===== src/rtl/lru_pkg.sv =====
// Shared types and helpers for the LRU button tracker.
package lru_pkg;

  typedef enum logic [1:0] {
    IDLE,
    UPDATE,
    RELEASE
  } state_t;

  localparam int MAX_CH   = 15;
  localparam int MAX_ID_W = 4;

  localparam logic [MAX_ID_W-1:0] EMPTY_ID = '0;

  // Lowest set bit wins; bit k maps to channel ID k+1, no bits set gives EMPTY_ID.
  function automatic logic [MAX_ID_W-1:0] winner_id(input logic [MAX_CH-1:0] bits);
    logic [MAX_ID_W-1:0] id;
    id = EMPTY_ID;
    for (int i = MAX_CH - 1; i >= 0; i--) begin
      if (bits[i]) id = MAX_ID_W'(i + 1);
    end
    return id;
  endfunction

endpackage


===== src/rtl/lru_tick_gen.sv =====
// Sampling tick generator: a one-cycle clock enable every TICK_DIV cycles.
module lru_tick_gen #(
  parameter int TICK_DIV = 50_000_000
) (
  input  logic clk,
  input  logic rst,
  output logic tick
);

  generate
    if (TICK_DIV <= 1) begin : g_every
      logic unused_ports;
      assign unused_ports = clk ^ rst;
      assign tick = 1'b1;
    end else begin : g_div
      localparam int CNT_W = $clog2(TICK_DIV);
      localparam logic [CNT_W-1:0] LAST = CNT_W'(TICK_DIV - 1);

      logic [CNT_W-1:0] cnt;

      // NOTE: clocked state uses non-blocking assignments so every register
      // samples pre-edge values regardless of block ordering.
      always_ff @(posedge clk) begin
        if (rst) begin
          cnt <= '0;
        end else if (cnt == LAST) begin
          cnt <= '0;
        end else begin
          cnt <= cnt + 1'b1;
        end
      end

      assign tick = (cnt == LAST);
    end
  endgenerate

endmodule


===== src/rtl/lru_tracker.sv =====
// Least-recently-used tracker: ordered queue of the DEPTH most recently
// pressed distinct button channels, MRU in slot 0, with eviction reporting.
module lru_tracker
  import lru_pkg::*;
#(
  parameter  int N_CH     = 4,
  parameter  int DEPTH    = 3,
  parameter  int TICK_DIV = 50_000_000,
  localparam int ID_W     = $clog2(N_CH + 1),
  localparam int CNT_W    = $clog2(DEPTH + 1)
) (
  input  logic             clk,
  input  logic             rst,
  input  logic [N_CH-1:0]  btn,
  output logic [N_CH-1:0]  led,
  output logic [ID_W-1:0]  mru_id,
  output logic [ID_W-1:0]  lru_id,
  output logic [CNT_W-1:0] count,
  output logic             evict_valid,
  output logic [ID_W-1:0]  evict_id
);

  localparam logic [ID_W-1:0] NONE = ID_W'(EMPTY_ID);

  state_t          state;
  state_t          state_next;
  logic            tick;
  logic            sample;
  logic            apply;
  logic [ID_W-1:0] win;

  logic [ID_W-1:0] q      [DEPTH];
  logic [ID_W-1:0] q_next [DEPTH];
  logic [DEPTH-1:0] hit;
  logic [DEPTH:0]   seen;
  logic             evict_next;

  lru_tick_gen #(
    .TICK_DIV(TICK_DIV)
  ) u_tick (
    .clk (clk),
    .rst (rst),
    .tick(tick)
  );

  always_ff @(posedge clk) begin
    if (rst) state <= IDLE;
    else     state <= state_next;
  end

  // NOTE: a default assignment at the top of every always_comb keeps
  // paths that skip an assignment from inferring a latch.
  always_comb begin
    state_next = state;
    case (state)
      IDLE:    if (tick && (|btn)) state_next = UPDATE;
      UPDATE:  state_next = RELEASE;
      RELEASE: if (tick && !(|btn)) state_next = IDLE;
      default: state_next = IDLE;
    endcase
  end

  always_comb begin
    sample = (state == IDLE) && tick && (|btn);
    apply  = (state == UPDATE);
  end

  // Slot j takes slot j-1 until the shift reaches the slot that held the
  // winner; slots past that point keep their contents.
  assign seen[0] = 1'b0;
  for (genvar j = 0; j < DEPTH; j++) begin : g_slot
    assign hit[j]    = (q[j] == win);
    assign seen[j+1] = seen[j] | hit[j];
    if (j == 0) begin : g_head
      assign q_next[j] = win;
    end else begin : g_tail
      assign q_next[j] = seen[j] ? q[j] : q[j-1];
    end
  end

  assign evict_next = !seen[DEPTH] && (q[DEPTH-1] != NONE);

  always_ff @(posedge clk) begin
    if (rst) begin
      win         <= NONE;
      evict_valid <= 1'b0;
      evict_id    <= NONE;
      // NOTE: the queue is a handful of flops, not a RAM, and its contents
      // are architecturally visible, so every slot is reset.
      for (int j = 0; j < DEPTH; j++) q[j] <= NONE;
    end else begin
      if (sample) win <= ID_W'(winner_id(MAX_CH'(btn)));
      evict_valid <= apply && evict_next;
      evict_id    <= (apply && evict_next) ? q[DEPTH-1] : NONE;
      if (apply) begin
        for (int j = 0; j < DEPTH; j++) q[j] <= q_next[j];
      end
    end
  end

  assign mru_id = q[0];

  always_comb begin
    led    = '0;
    lru_id = NONE;
    count  = '0;
    for (int j = 0; j < DEPTH; j++) begin
      if (q[j] != NONE) begin
        lru_id = q[j];
        count  = CNT_W'(j + 1);
      end
    end
    for (int k = 0; k < N_CH; k++) begin
      for (int j = 0; j < DEPTH; j++) begin
        if (q[j] == ID_W'(k + 1)) led[k] = 1'b1;
      end
    end
  end

endmodule


===== config.mk =====
export PLATFORM = sky130hd
export DESIGN_NAME = lru_tracker
export DESIGN_NICKNAME = d
export VERILOG_FILES = /design/src/rtl/lru_pkg.sv /design/src/rtl/lru_tick_gen.sv /design/src/rtl/lru_tracker.sv
export SDC_FILE = /design/constraint.sdc
export NUM_CORES = 1
export LEC_CHECK = 0
export CORE_ASPECT_RATIO = 2
export CORE_UTILIZATION = 50
export CTS_CLUSTER_DIAMETER = 80
export DETAILED_ROUTE_END_ITERATION = 12
export PLACE_DENSITY_LB_ADDON = 0.2
export SLEW_MARGIN = 20
export SYNTH_ARGS = -nofsm -noshare
export SYNTH_HDL_FRONTEND = slang
export SYNTH_SLANG_ARGS = --single-unit

===== constraint.sdc =====
create_clock -name clk -period 2.7 [get_ports clk]
set_input_delay 0.54 -clock clk [delete_from_list [all_inputs] [get_ports clk]]
set_output_delay 0.54 -clock clk [all_outputs]
set_load 0.01 [all_outputs]

# Yosys cells after proc, flatten, opt, wreduce, memory -nomap -nowiden
# Memories as Yosys holds them, arrays and structs flattened.
# Index checks and enable logic that the tools add are counted.
# word_totals
reg_bits,35
ramBits,9
inputBits,6
out_inout_bits,16
elab_cells,84
n_memories,1
# mem_list
memory,words,width,rd,rd_clocked_by_memory_dff,write_ports,line_no,text
q,3,3,3,0,3,lru_tracker.sv:32,logic [ID_W-1:0] q [DEPTH];
# op_classes
n_addsub,1
eq_ne,20
mux,35
n_bitwise,6
reduce_logical,16
# ops
cell,count
$mux W3,12
$add A26 B1 Y26 const B,1
$eq A26 B26 Y1 const B,1
$eq A3 B2 Y1 const B,6
$mux W1,18
$eq A3 B1 Y1 const B,3
$eq A3 B3 Y1,3
$eq A3 B3 Y1 const B,3
$reduce_bool A3 Y1,3
$mux W2,4
$logic_and A1 B1 Y1,6
$pmux W2 S3,1
$or A1 B1 Y1,5
$ne A2 B2 Y1 const B,2
$reduce_or A2 Y1,2
$reduce_or A4 Y1,1
$eq A2 B1 Y1 const B,1
$eq A2 B2 Y1 const B,1
$logic_not A1 Y1,2
$logic_not A2 Y1,1
$reduce_and A2 Y1,1
$not A1 Y1,1

# Logic depth before layout (Yosys ltp)
# Gate-level depths: netlist (run 1).
# An unclocked memory read counts as a cell.
# depth
ltp_word,9
depth_mapped,6
depth_no_buf,5

# Hierarchy
# A second synthesis (run 1) with hierarchy kept.
# hier_totals
hier_cells,257
hier_area_um2,2321.0
# by_module_without_submodules
module,instances,cells_each,area_each_um2,seq_area_each_um2
lru_tick_gen,1,147,1257.5,520.5
lru_tracker,1,110,1063.5,450.4

# Worst setup path after synthesis (run 1)
# OpenSTA, ideal clock, no wires.
# synth_path
path_kind,flip-flop to flip-flop
from,register u_tick.g_div.cnt[11]
to,register u_tick.g_div.cnt[25]
setup_time_ns,0.125
arrival_ns,1.940
required_ns,2.575
setup_slack_ns,0.634
path_stages_with_launch,7
path_buffers,2
synth_period_minus_slack_ns,2.066
cell_sequence,dfxtp_1 > buf_4 > or4_4 > or4_4 > o21ai_4 > buf_6 > a21oi_1
# synth_via
elab_chain_cells,2
word_cells_on_any_way,3
cone_classes,add/sub (1); eq/ne (1); reduce/logical (1)
# synth_lines
element,line_no,text
"start, declared",lru_tick_gen.sv:19,logic [CNT_W-1:0] cnt;
"start signal, assigned",lru_tick_gen.sv:29,cnt <= cnt + 1'b1;
"parallel branches: the longest is 2 deep, another holds $add A26 B1 Y26",-,
# Several ways; the timed one is not identified.
# A chain may end at the register's enable or synchronous reset.

==> results.ini, run 1 <==
[yosys]
synth_compound_area_frac=0.133
yosys_warnings=0
synth_cells=265
synth-xor-area-share=0.0753
synth-simple-area-share=0.300
synth_top_family_by_area=simple AND/OR/NAND/NOR gates
synth-adder-area-share=0.00538
synth-seq-cells=44
synth-edff-count=9
synth.distinct_cells=46
synth-main-ff-cell=dfxtp_1
async_flop_share=0
synth.yosys.seq_area_share=0.417
syn-num-nets=272
avgSynthCellArea_um2=8.78
synthMuxAreaShare=0.00860
synth_area_um2=2330

[cts]
worstSkewPairLatency_ns=0.30
numCtsBuffers=5
htree_levels=2
cts_tree=built
clock-sinks=44
path_clk_slew_ns=0.08
cts_root_buf=clkbuf_8
clockBufferDepth=2

[pwr]
p_per_area_nw_per_um2=495
switching_share=0.217
power.leakage_nw=0.885
sequentialPowerShare=0.537
power.internal_w=0.00103
combPwrFrac=0.066
clkPwrFrac=0.396
power.switching_w=0.000285
peakVddDrop_mv=0.567
power.total_w=0.00131

[min_path]
hold_start=u_tick.g_div.cnt[0]
hold-path-cell-count=1
holdCritPathClass=register to register

[place]
place_congestion=0.774
placed_cells=324
dp_hpwl_um=3870
port_buffers=21
placed_area_um2=2530

[detailed_routing]
wl_per_cell_um=15.3
first_pass_iters=4
ant_nets=0
met1_length_um=1840
topRoutingLayerUsed=met4
routed_via_density=5.89
drc_errors=0
num_vias=1955
wl_met3_um=98
dr_wl_met2_um=3030
routed_wl_um=5090
drtIter0Drc=56

[cells_and_area]
fillerInstances=407
multi_input_area_um2=1220
fin_nets=284
seqCellArea_um2=971
design_area_um2=2650
diodes=0
drive_gt1_frac=0.0899
fin_cells=332
synthToLayoutAreaGrowth_pct=13.9

[setup_path]
reg2regPathDepth=4
cp.required_ns=2.16
crit_start=q[0][6]
rr_startpoint=u_tick.g_div.cnt[17]
cp-end-kind=output port
cp-start-kind=register
cp.arrival_ns=2.00
cp_max_fo=10
worstSetupPathType=register to output port

[global_route]
grt_overflow=0
antenna_found_initial=0
grt_pass1_wl_um=8690
grt_max_degree=20
grt_usage=0.229
grt_pass1_vias=1913

[die]
rows=34
start_util=0.526
die-area_um2=4950
die_w_um=50.2
io_pins=22
die_h_um=98.5
core_area_um2=4420

[outcome]
status=complete, no violations

[timing]
period_minus_slack_ns=2.54
hold_violations=0
drv_slew=0
setup-violations-final=0
post-route-period-util=0.941
rsz0062_at_grt=false
fin_skew_ns=0.00509
worstMarginPinSlew_ns=0.527
fin_setup_tns_ns=0
fmax_mhz=394
slew_headroom=0.648

[flow_run]
maxCapViolCount=0

-- metrics by stage --
| stage | hold WS [ns] | setup WS [ns] | utilization |
|---|---|---|---|
| 3_5_place_dp | 0.438 | 0.381 | 0.572 |
| 3_3_place_gp | 0.428 | 0.432 | 0.572 |
| 2_1_floorplan | 0.417 | 0.634 | - |
| 6_report | 0.456 | 0.160 | 0.599 |
| 5_1_grt | 0.468 | 0.0547 | 0.599 |
| 4_1_cts | 0.456 | 0.121 | 0.598 |
-- final cells by class --
type	instances	area share
multi-input combinational	192	0.461
timing repair buffer	25	0.0907
tap	54	0.0255
clock buffer	6	0.0312
clock inverter	2	0.0127
inverter	9	0.0127
sequential	44	0.366
-- path summary, 6_finish.rpt --
path | endpoint | slack (ns)
max | lru_id[1] | 0.16
min | u_tick.g_div.cnt[0] | 0.46
min reg2reg | u_tick.g_div.cnt[0] | 0.46
max reg2reg | u_tick.g_div.cnt[4] | 0.38
-- cells by family (layout without fill, tap and decap cells) --
family | Yosys count | in the layout
AO/OA/AOI/OAI | 47 | 47
multiplexers | 2 | 2
AND/OR/NAND/NOR | 122 | 122
adder cells (fa/ha/maj) | 1 | 1
buffers and inverters | 29 | 42
XOR/XNOR | 20 | 20
flip-flops | 44 | 44
-- critical path, cell delays in order, from the launching register on --
cell,delay [ns]
edfxtp_1,0.53
or3_1,0.46
o21bai_1,0.16
clkdlybuf4s50_1,0.55
-- power groups by stage --
stage                     Combinational (W)  Clock (W)  Sequential, W
after floorplan                   0.0000650          0       0.000702
after global placement            0.0000860          0       0.000720
after detailed placement          0.0000877          0       0.000720
after CTS                         0.0000879   0.000520       0.000704
after global routing              0.0000951   0.000554       0.000708
final                             0.0000870   0.000519       0.000705
-- registers in the layout, summed over array words and instances, names as in the netlist --
| register | cells |
|---|---|
| u_tick.g_div.cnt | 26 |
| q | 9 |
| evict_id | 3 |
| win | 3 |
| state | 2 |
| evict_valid | 1 |
-- cell usage in the layout, fill, tap and decap left out, drive strengths merged, types with 4 or more instances in the layout --
| cell type | instances |
|---|---|
| xor2 | 12 |
| nor2 | 23 |
| o31ai | 9 |
| and2 | 11 |
| clkdlybuf4s50 | 21 |
| edfxtp | 9 |
| nor4 | 4 |
| clkbuf | 6 |
| xnor2 | 8 |
| inv | 9 |
| or4 | 13 |
| or3 | 7 |
| nand3 | 12 |
| nor3b | 4 |
| o21ai | 10 |
| nand2 | 11 |
| nor3 | 10 |
| dfxtp | 35 |
| or2 | 7 |
| nand4 | 9 |
| buf | 4 |
| a21oi | 16 |
-- cells in the mapped netlist (2+ instances only) --
cell type  count  area share
dfxtp_1       35        0.30
nor2_1        23       0.037
a21oi_1       16       0.034
clkbuf_1      13       0.021
nand3_1       12       0.026
xor2_1        12       0.045
and2_1        11       0.030
nand2_1       11       0.018
or4_1         11       0.035
edfxtp_1       9        0.12
inv_1          9       0.015
nand4_1        9       0.024
nor3_1         9       0.019
o21ai_0        9       0.019
o31ai_1        9       0.029
xnor2_1        8       0.030
or2_2          7       0.019
or3_1          6       0.016
buf_4          4       0.013
nor3b_1        4       0.013
nor4_1         4       0.011
a31oi_1        2      0.0054
and3_1         2      0.0054
buf_6          2      0.0097
mux2i_1        2      0.0086
nand2b_1       2      0.0054
nand3b_1       2      0.0064
nor2b_1        2      0.0054
o21bai_1       2      0.0064
or4_4          2      0.0097
-- per-layer routing --
layer,vias up,global-route usage
li1,988,-
met1,925,0.212
met2,32,0.459
met3,10,0.0231
met4,0,0.110
met5,-,0
-- what timing repair did --
| item | 4_1_cts | 5_1_grt |
|---|---|---|
| setup buffers | 0 | 0 |
| hold buffers | 0 | 0 |
| gates resized for setup | 0 | 1 |
| setup endpoints to repair | 0 | 1 |
| endpoints found under the hold margin | 0 | 0 |
No activity file was read; power rests on OpenSTA's default activity.
==> run 2, diff against run 1 <==
--- a/config.mk
+++ b/config.mk
@@ -5,7 +5,6 @@
 export SDC_FILE = /design/constraint.sdc
 export NUM_CORES = 1
 export LEC_CHECK = 0
-export CORE_ASPECT_RATIO = 2
 export CORE_UTILIZATION = 50
 export CTS_CLUSTER_DIAMETER = 80
 export DETAILED_ROUTE_END_ITERATION = 12
==> results.ini, run 2 (same netlist as run 1, synthesis figures left out) <==
[cells_and_area]
drive_gt1_frac=0.0830
largest_reg_flops=26
largestRegisters=u_tick.g_div.cnt x26, q x9
regMostFlops=u_tick.g_div.cnt
mostFrequentLayoutCells=35 x dfxtp_1, 23 x nor2_1, 21 x clkdlybuf4s50_1
fin_nets=283
fin_cells=329
synthToLayoutAreaGrowth_pct=11.9
diodes=0
layout_commonest_cell=dfxtp_1

[global_route]
grt_overflow=0
antenna_found_initial=0
grt_pass1_wl_um=8050
grt_usage=0.207
grt_max_degree=20
grt_pass1_vias=1746

[timing]
hold_violations=0
final.setup.worst_slack_ns=0.146
slew_headroom=0.657
setup-violations-final=0
post-route-period-util=0.946
fin_skew_ns=0.00554
worstMarginPinSlew_ns=0.512
rsz0062_at_grt=false
fmax_mhz=392
fin_setup_tns_ns=0
period_minus_slack_ns=2.55
timing.hold.ws_ns=0.456
drv_slew=0

[cts]
htree_levels=2
worstSkewPairLatency_ns=0.29
clock-sinks=44
post_cts_buffers=0
clockBufferDepth=2
cts_tree=built
ctsHoldBuffers=0
cts_root_buf=clkbuf_8
path_clk_slew_ns=0.08
numCtsBuffers=5

[pwr]
power.leakage_nw=0.863
p_per_area_nw_per_um2=454
peakVddDrop_mv=0.325
combPwrFrac=0.073
switching_share=0.231
power.internal_w=0.000910
power.switching_w=0.000273
power.total_w=0.00118
clkPwrFrac=0.331
sequentialPowerShare=0.596

[die]
core_area_um2=4410
start_util=0.527
die-area_um2=4930
die_w_um=70.2
die_h_um=70.2
io_pins=22
rows=24

[setup_path]
worstSetupPathType=register to output port
cp-start-kind=register
cp.arrival_ns=2.01
cp-end-kind=output port
cp_max_fo=10
cp.required_ns=2.16

[detailed_routing]
routed_via_density=5.87
num_vias=1930
drc_errors=0
wl_per_cell_um=14.3
drtIter0Drc=66
first_pass_iters=4
ant_nets=0
routed_wl_um=4700

[outcome]
status=complete, no violations

[place]
pre_cts_ws_ns=0.383
port_buffers=21
dp_hpwl_um=3290
placed_cells=321
place_congestion=0.800

[min_path]
holdCritPathClass=register to register

[flow_run]
maxCapViolCount=0

==> run 2: what timing repair did <==
action	in CTS	in global routing
endpoints found under the setup margin	0	1
resized for setup	0	1
endpoints found under the hold margin	0	0
==> run 2: stage by stage <==
step / utilization / cell area [um^2]
after global routing: 0.590 / 2610
after detailed placement: 0.571 / 2520
final: 0.590 / 2610
after floorplan: - / 2330
after global placement: 0.571 / 2520
after CTS: 0.589 / 2600
==> run 2: area by class of cell <==
class	count	area (um^2)
fill	418	1810
multi-input combinational	192	1220
sequential	44	971
clock buffer	7	76.3
tap	52	65.1
clock inverter	1	5.00
timing repair buffer	24	233
inverter	9	33.8
==> run 2: worst paths after layout <==
kind	endpoint	startpoint	slack (ns)	depth (start not counted)
worst max-delay path	lru_id[0]	q[0][6]	0.15	3
worst min-delay path	u_tick.g_div.cnt[0]	u_tick.g_div.cnt[0]	0.46	1
worst max register to register	u_tick.g_div.cnt[9]	u_tick.g_div.cnt[17]	0.37	4
worst min register to register	u_tick.g_div.cnt[0]	u_tick.g_div.cnt[0]	0.46	1
==> run 2: power by group through the flow <==
| stage | Clock [W] | Combinational [W] | Sequential, W |
|---|---|---|---|
| floorplan | 0 | 0.0000650 | 0.000702 |
| global placement | 0 | 0.0000857 | 0.000720 |
| detailed placement | 0 | 0.0000872 | 0.000720 |
| CTS | 0.000406 | 0.0000874 | 0.000704 |
| global route | 0.000434 | 0.0000955 | 0.000708 |
| finish | 0.000391 | 0.0000868 | 0.000705 |
==> run 2: worst max-delay path, stage by stage, from the launching register on <==
cell and delay (ns):
edfxtp_1 0.54, or3_1 0.47, o21bai_1 0.16, clkdlybuf4s50_1 0.55
==> run 2: per-layer routing <==
layer / share of wire / track usage
met5: 0 / 0
met3: 0.026 / 0.0317
met1: 0.47 / 0.254
met4: 0.015 / 0.107
met2: 0.49 / 0.349
